===== src/rtl/multiply_by_d_csd_pipe.sv =====
// CSD z*d for BKM digits d in {-1,0,1}^2, exact W+1-digit results; STAGES cycles latency, one beat/cycle.
// Global stall: in_ready = ~out_valid | out_ready. Define MULTIPLY_BY_D_CSD_PIPE_CONJ_EN to add conj_in (z*conj(d)).
module multiply_by_d_csd_pipe #(
    parameter int W      = 64,
    parameter int STAGES = 2
) (
    input  logic             clk,
    input  logic             arst,
    input  logic             in_valid,
    output logic             in_ready,
    input  logic [1:0]       d_x,
    input  logic [1:0]       d_y,
    input  logic [2*W-1:0]   x_in,
    input  logic [2*W-1:0]   y_in,
`ifdef MULTIPLY_BY_D_CSD_PIPE_CONJ_EN
    input  logic             conj_in,
`endif
    output logic             out_valid,
    input  logic             out_ready,
    output logic [2*W+1:0]   x_out,
    output logic [2*W+1:0]   y_out,
    output logic             d_err
);

    localparam int DW = 2 * W;
    localparam int OW = 2 * W + 2;

    generate
        if (STAGES < 1 || STAGES > 4) begin : g_bad_stages
            $error("multiply_by_d_csd_pipe: STAGES must be in 1..4");
        end
    endgenerate

    function automatic logic signed [2:0] dig(input logic [1:0] d);
        return $signed({2'b00, d[0]}) - $signed({2'b00, d[1]});
    endfunction

    function automatic logic [1:0] enc(input logic signed [2:0] v);
        if (v == 3'sb001)
            return 2'b01;
        else if (v == 3'sb111)
            return 2'b10;
        else
            return 2'b00;
    endfunction

    // Two-step signed-digit add: the transfer choice for digit i looks at digit i-1,
    // so the interim digit plus incoming transfer always stays in {-1,0,1}.
    function automatic logic [OW-1:0] csd_add(input logic [DW-1:0] a, input logic [DW-1:0] b);
        logic [OW-1:0]    res;
        logic signed [2:0] s;
        logic signed [2:0] t_in;
        logic signed [2:0] t_out;
        logic signed [2:0] wd;
        logic              lo_nonneg;
        res       = '0;
        t_in      = 3'sb000;
        lo_nonneg = 1'b1;
        for (int i = 0; i < W; i++) begin
            s     = dig(a[2*i +: 2]) + dig(b[2*i +: 2]);
            t_out = 3'sb000;
            wd    = 3'sb000;
            if (s == 3'sb010) begin
                t_out = 3'sb001;
            end else if (s == 3'sb110) begin
                t_out = 3'sb111;
            end else if (s == 3'sb001) begin
                t_out = lo_nonneg ? 3'sb001 : 3'sb000;
                wd    = lo_nonneg ? 3'sb111 : 3'sb001;
            end else if (s == 3'sb111) begin
                t_out = lo_nonneg ? 3'sb000 : 3'sb111;
                wd    = lo_nonneg ? 3'sb111 : 3'sb001;
            end
            res[2*i +: 2] = enc(wd + t_in);
            lo_nonneg     = (dig(a[2*i +: 2]) >= 3'sb000) && (dig(b[2*i +: 2]) >= 3'sb000);
            t_in          = t_out;
        end
        res[OW-1 -: 2] = enc(t_in);
        return res;
    endfunction

    logic [1:0]    w_dy;
    logic          w_err;
    logic          w_dx_nz;
    logic          w_dy_nz;
    logic          w_dx_neg;
    logic          w_dy_neg;
    logic [DW-1:0] w_xdx;
    logic [DW-1:0] w_ydx;
    logic [DW-1:0] w_xdy;
    logic [DW-1:0] w_nydy;
    logic [OW-1:0] w_x;
    logic [OW-1:0] w_y;

`ifdef MULTIPLY_BY_D_CSD_PIPE_CONJ_EN
    // 01 <-> 11 swaps sign; 00 and the illegal 10 pass through unchanged.
    assign w_dy = (conj_in && d_y[0]) ? (d_y ^ 2'b10) : d_y;
`else
    assign w_dy = d_y;
`endif

    assign w_err    = (d_x == 2'b10) || (w_dy == 2'b10);
    assign w_dx_nz  = d_x[0];
    assign w_dy_nz  = w_dy[0];
    assign w_dx_neg = d_x == 2'b11;
    assign w_dy_neg = w_dy == 2'b11;

    assign w_xdx  = w_dx_neg ? ~x_in : x_in;
    assign w_ydx  = w_dx_neg ? ~y_in : y_in;
    assign w_xdy  = w_dy_neg ? ~x_in : x_in;
    assign w_nydy = w_dy_neg ? y_in : ~y_in;

    always_comb begin
        w_x = '0;
        w_y = '0;
        if (!w_err) begin
            case ({w_dx_nz, w_dy_nz})
                2'b11: begin
                    w_x = csd_add(w_xdx, w_nydy);
                    w_y = csd_add(w_xdy, w_ydx);
                end
                2'b10: begin
                    w_x = {2'b00, w_xdx};
                    w_y = {2'b00, w_ydx};
                end
                2'b01: begin
                    w_x = {2'b00, w_nydy};
                    w_y = {2'b00, w_xdy};
                end
                default: begin
                    w_x = '0;
                    w_y = '0;
                end
            endcase
        end
    end

    logic          r_vld [STAGES];
    logic          r_err [STAGES];
    logic [OW-1:0] r_x   [STAGES];
    logic [OW-1:0] r_y   [STAGES];

    assign out_valid = r_vld[STAGES-1];
    assign in_ready  = ~out_valid | out_ready;
    assign x_out     = r_x[STAGES-1];
    assign y_out     = r_y[STAGES-1];
    assign d_err     = r_err[STAGES-1] & r_vld[STAGES-1];

    always_ff @(posedge clk or posedge arst) begin
        if (arst) begin
            for (int s = 0; s < STAGES; s++) begin
                r_vld[s] <= 1'b0;
                r_err[s] <= 1'b0;
                r_x[s]   <= '0;
                r_y[s]   <= '0;
            end
        end else if (in_ready) begin
            r_vld[0] <= in_valid;
            r_err[0] <= w_err;
            r_x[0]   <= w_x;
            r_y[0]   <= w_y;
            for (int s = 1; s < STAGES; s++) begin
                r_vld[s] <= r_vld[s-1];
                r_err[s] <= r_err[s-1];
                r_x[s]   <= r_x[s-1];
                r_y[s]   <= r_y[s-1];
            end
        end
    end

endmodule


===== config.mk =====
export PLATFORM = sky130hd
export DESIGN_NAME = multiply_by_d_csd_pipe
export DESIGN_NICKNAME = d
export VERILOG_FILES = /design/src/rtl/multiply_by_d_csd_pipe.sv
export SDC_FILE = /design/constraint.sdc
export NUM_CORES = 2
export LEC_CHECK = 0
export ABC_AREA = 1
export BUFFER_PORTS_ARGS = -buffer_cell sky130_fd_sc_hd__buf_4
export CORE_ASPECT_RATIO = 1.2
export CORE_UTILIZATION = 50
export CTS_CLUSTER_DIAMETER = 200
export DETAILED_ROUTE_END_ITERATION = 10
export PLACE_DENSITY = 0.71
export SYNTH_ARGS = -nofsm -noshare
export SYNTH_HDL_FRONTEND = slang
export SYNTH_SLANG_ARGS = --single-unit
export TNS_END_PERCENT = 1

===== constraint.sdc =====
create_clock -name clk -period 19.2 [get_ports clk]
set_clock_uncertainty 0.15 [all_clocks]
set_input_delay 2.88 -clock clk [delete_from_list [all_inputs] [get_ports clk]]
set_output_delay 2.88 -clock clk [all_outputs]
set_load 0.01 [all_outputs]

==> results_tabular.tex <==
\begin{tabular}{lr}
\hline
Metric & Value \\
\hline
\multicolumn{2}{l}{\textbf{Run status}} \\
Run status & finished, final reports clean \\
\multicolumn{2}{l}{\textbf{Clocking}} \\
TritonCTS clock tree & done \\
Clock sink count & between 500 and 600 \\
Clock latency on the worst-skew pair & roughly 0.7 ns \\
H-tree depth & 3 \\
Clock Path Buffers & 3 \\
Postcts setup bufs & 0 \\
Number of buffers created by CTS & 67 \\
Cells resized by post-CTS repair & 0 \\
Root buffer cell & sky130\_fd\_sc\_hd\_\_clkbuf\_16 \\
Clock edge transition at the registers on the reported setup and hold paths & 0.06 ns \\
Total of hold buffers inserted after clock tree synthesis & 0 \\
\multicolumn{2}{l}{\textbf{Setup path}} \\
Cell count of the worst reg-to-reg path & 8 \\
Kind of launch point of the worst setup path & input pin \\
Most used cell, CP & sky130\_fd\_sc\_hd\_\_nand2\_1 \\
Delay-heaviest family, CP & buffers and inverters \\
Ordered list of cells on the worst path & buf\_4 -> nand2\_8 -> inv\_4 -> buf\_4 -> nand2\_1 -> nand2\_1 -> nand2\_1 -> fa\_1 -> inv\_1 -> nor3\_1 -> nand3\_1 -> nand3\_1 -> ha\_1 -> fa\_1 -> nor2\_1 -> nand3\_1 -> o211ai\_1 -> nand2\_1 -> nand2\_1 \\
Worst Path Max Fanout & 110 \\
Critical Path Stages & 19 \\
Crit Path Category & in2reg \\
Critical path's largest stage delay & around 0.9 ns \\
Required time of the worst setup path & slightly below 20 ns \\
Arrival time at the worst endpoint & a little under 9 ns \\
Cell with the largest stage delay on the worst path & sky130\_fd\_sc\_hd\_\_inv\_4 \\
Worst setup EP type & flip-flop \\
CP Buf/Inv Count & 4 \\
\multicolumn{2}{l}{\textbf{Timing}} \\
Max-slew violations & 0 \\
F\_max & 119 MHz \\
Fraction of the cycle the final worst path needs & 0.438 \\
Tmin final & 8.42 ns \\
Final setup violation count & 0 \\
Worst Tran Pin Value & about 1.2 ns \\
Unrepaired setup endpoints after global routing & no \\
Normalized max-slew margin & 0.225 \\
Hold WS & 0.286 ns \\
Final hold violation count & 0 \\
Accumulated negative setup slack & 0 ns \\
\multicolumn{2}{l}{\textbf{Layout}} \\
Leading cell types in the layout, fill and taps excluded & 3,408 x sky130\_fd\_sc\_hd\_\_nand2\_1, 946 x sky130\_fd\_sc\_hd\_\_inv\_1, 908 x sky130\_fd\_sc\_hd\_\_nand3\_1 \\
Core occupancy in the finished layout & 0.550 \\
Area Growth Syn to Fin & 8.42\% \\
Cell area after layout & between 60,000 and 70,000 µm² \\
Number of nets at the end of the flow & $\sim$9.3k \\
Fraction of final layout cells with drive strength greater than 1 & 0.0981 \\
Most frequent standard cell in the layout excluding fill and tap cells & sky130\_fd\_sc\_hd\_\_nand2\_1 \\
\multicolumn{2}{l}{\textbf{Placed design}} \\
Instance area at placement & roughly 61,000 µm² \\
Total half-perimeter wirelength after legalization and detailed placement & $\sim$130,000 µm \\
Port Buffer Count & between 500 and 600 \\
Routability congestion estimate & $\sim$0.95 \\
\multicolumn{2}{l}{\textbf{Global route}} \\
Antenna violations before repair & 48 \\
GR Util All Layers & 0.309 \\
Largest net degree at the start of global routing & about 170 \\
Met1 Track Usage GR & 0.341 \\
Global routing usage on met2 & 0.529 \\
Number of global-route vias before repair & around 52k \\
Routing usage on met3 & 0.0614 \\
Global route hottest layer & met2 \\
First-pass GRT wire length & 283,000 µm \\
Residual overflow from global routing & 0 \\
\multicolumn{2}{l}{\textbf{Drt}} \\
Routed wirelength normalized by instance count & approximately 18 µm \\
Via/cell ratio & about 5.3 \\
Number of nets still failing antenna checks after routing & 0 \\
Aggregate routed wire length & roughly 180,000 µm \\
Count of vias placed by the detailed router & roughly 53k \\
1st-iter DRT viols & 3,712 \\
Count of TritonRoute iterations in the first routing pass & 7 \\
Number of design rule violations left after detail routing & 0 \\
\multicolumn{2}{l}{\textbf{Synthesis}} \\
Multiplexer share of the synthesized area & 0 \\
Post-Syn Area per Cell & 7.06 µm² \\
Ys Warns & 0 \\
Post-synthesis simple-gate area fraction & 0.352 \\
Share of the synthesized netlist area taken by xor and xnor gates & 0.0604 \\
Synthesized area & roughly 60,000 µm² \\
Largest area contributor in the synthesized netlist & sky130\_fd\_sc\_hd\_\_dfrtp\_1 \\
Combinational family with the most area after synthesis & simple AND/OR/NAND/NOR gates \\
Compound-Gate Fraction of Synth Area & 0.0263 \\
Synth area leaders & sky130\_fd\_sc\_hd\_\_dfrtp\_1 22\%, sky130\_fd\_sc\_hd\_\_nand2\_1 22\%, sky130\_fd\_sc\_hd\_\_fa\_1 17\% \\
Synth top area share & 0.225 \\
Net count after synthesis & a little over 9k \\
Synthesized instance count & $\sim$8.3k \\
Seq cells post-synth & between 500 and 600 \\
Arithmetic-cell share of the synthesized area counting full adders, half adders and majority gates & 0.214 \\
Sequential element share of the synthesized area & 0.225 \\
Number of distinct library cells after synthesis & 31 \\
\multicolumn{2}{l}{\textbf{Min path}} \\
Hold path cells & 2 \\
Type of the tightest min-delay check & reg2reg \\
\multicolumn{2}{l}{\textbf{Power and ir drop}} \\
Final Total Pwr & roughly 5000 µW \\
PwrDens & $\sim$78 nW/µm² \\
Leakage Power & around 0.034 µW \\
Worst-case vdd ir drop & around 63 µV \\
\multicolumn{2}{l}{\textbf{Floorplan}} \\
Std-Cell Rows & 136 \\
Effective utilization at floorplan & 0.507 \\
I/O pin count & 527 \\
Placeable core area & 115,000 µm² \\
DIE WIDTH & 314 µm \\
Die outline height & around 380 µm \\
Overall die area & 118,000 µm² \\
\multicolumn{2}{l}{\textbf{Run}} \\
Max capacitance violation total & 0 \\
\hline
\end{tabular}
==> tightest hold or removal path: stages (launching register included) <==
cell,delay [ns]
sky130_fd_sc_hd__dfrtp_1,0.32
sky130_fd_sc_hd__inv_1,0.04
sky130_fd_sc_hd__nand2_1,0.05
==> final cells by class <==
class	instances	area [µm²]
tap	1518	1900
sequential	524	13100
clock buffer	85	1880
multi-input combinational	6216	38100
fill	11200	51800
clock inverter	33	325
inverter	953	3610
timing repair buffer	561	4260
antenna	26	65.1
==> metrics by stage <==
stage,setup WS (ns),std cells
floorplan,1.53,8257
global placement,10.31,9772
detailed placement,10.21,9772
CTS,10.92,9890
global route,10.48,9904
finish,10.78,9916
==> report_power, final <==
group | total [µW] | switching (µW) | internal (µW)
combinational | 2300 | 1470 | 829
sequential | 1320 | 82.6 | 1240
clock | 1300 | 549 | 750
total | 4920 | 2100 | 2820
==> registers in the layout, summed over array words and instances (netlist names) <==
signal     cells
r_err          2
r_y          130
out_valid      1
x_out        130
y_out        130
r_vld          1
r_x          130
==> routing by layer <==
metal  share of wire  wire (µm)
met5          0.0017        317
met4           0.076      13800
met3           0.072      13100
met2            0.49      88800
met1            0.36      66300
==> Yosys cell counts, drive strengths merged <==
cell type	n
a21oi	161
buf	458
clkbuf	106
dfrtp	524
fa	504
ha	190
inv	953
nand2	3411
nand3	908
nand3b	40
nand4	165
nor2	182
nor3	175
nor3b	1
o211ai	39
o21a	1
o21ai	85
or2	37
xnor2	28
xor2	289
==> logic make-up (layout without fill, tap and decap cells) <==
family                     after synthesis  in the layout
adders and majority gates              694            694
DFF                                    524            524
buffers and inverters                 1517           1632
xor gates and xnor gates               317            317
and+or+nand+nor                       4919           4919
other                                    0             26
AOI/OAI and AO/OA                      286            286
==> path summary, 6_finish.rpt <==
kind                                       startpoint                     to  slack [ns]
worst max register to register  out_valid$_DFFE_PP0P_  y_out[20]$_DFFE_PP0P_       15.20
worst min-delay path             r_vld[1]$_DFFE_PP0P_  out_valid$_DFFE_PP0P_        0.29
max in group asynchronous                        arst  y_out[31]$_DFFE_PP0P_       14.61
min in group asynchronous                        arst   r_x[247]$_DFFE_PP0P_        2.15
worst max-delay path                           d_x[1]   r_y[244]$_DFFE_PP0P_       10.78
worst min register to register   r_vld[1]$_DFFE_PP0P_  out_valid$_DFFE_PP0P_        0.29
No activity file was read; power rests on OpenSTA's default activity.
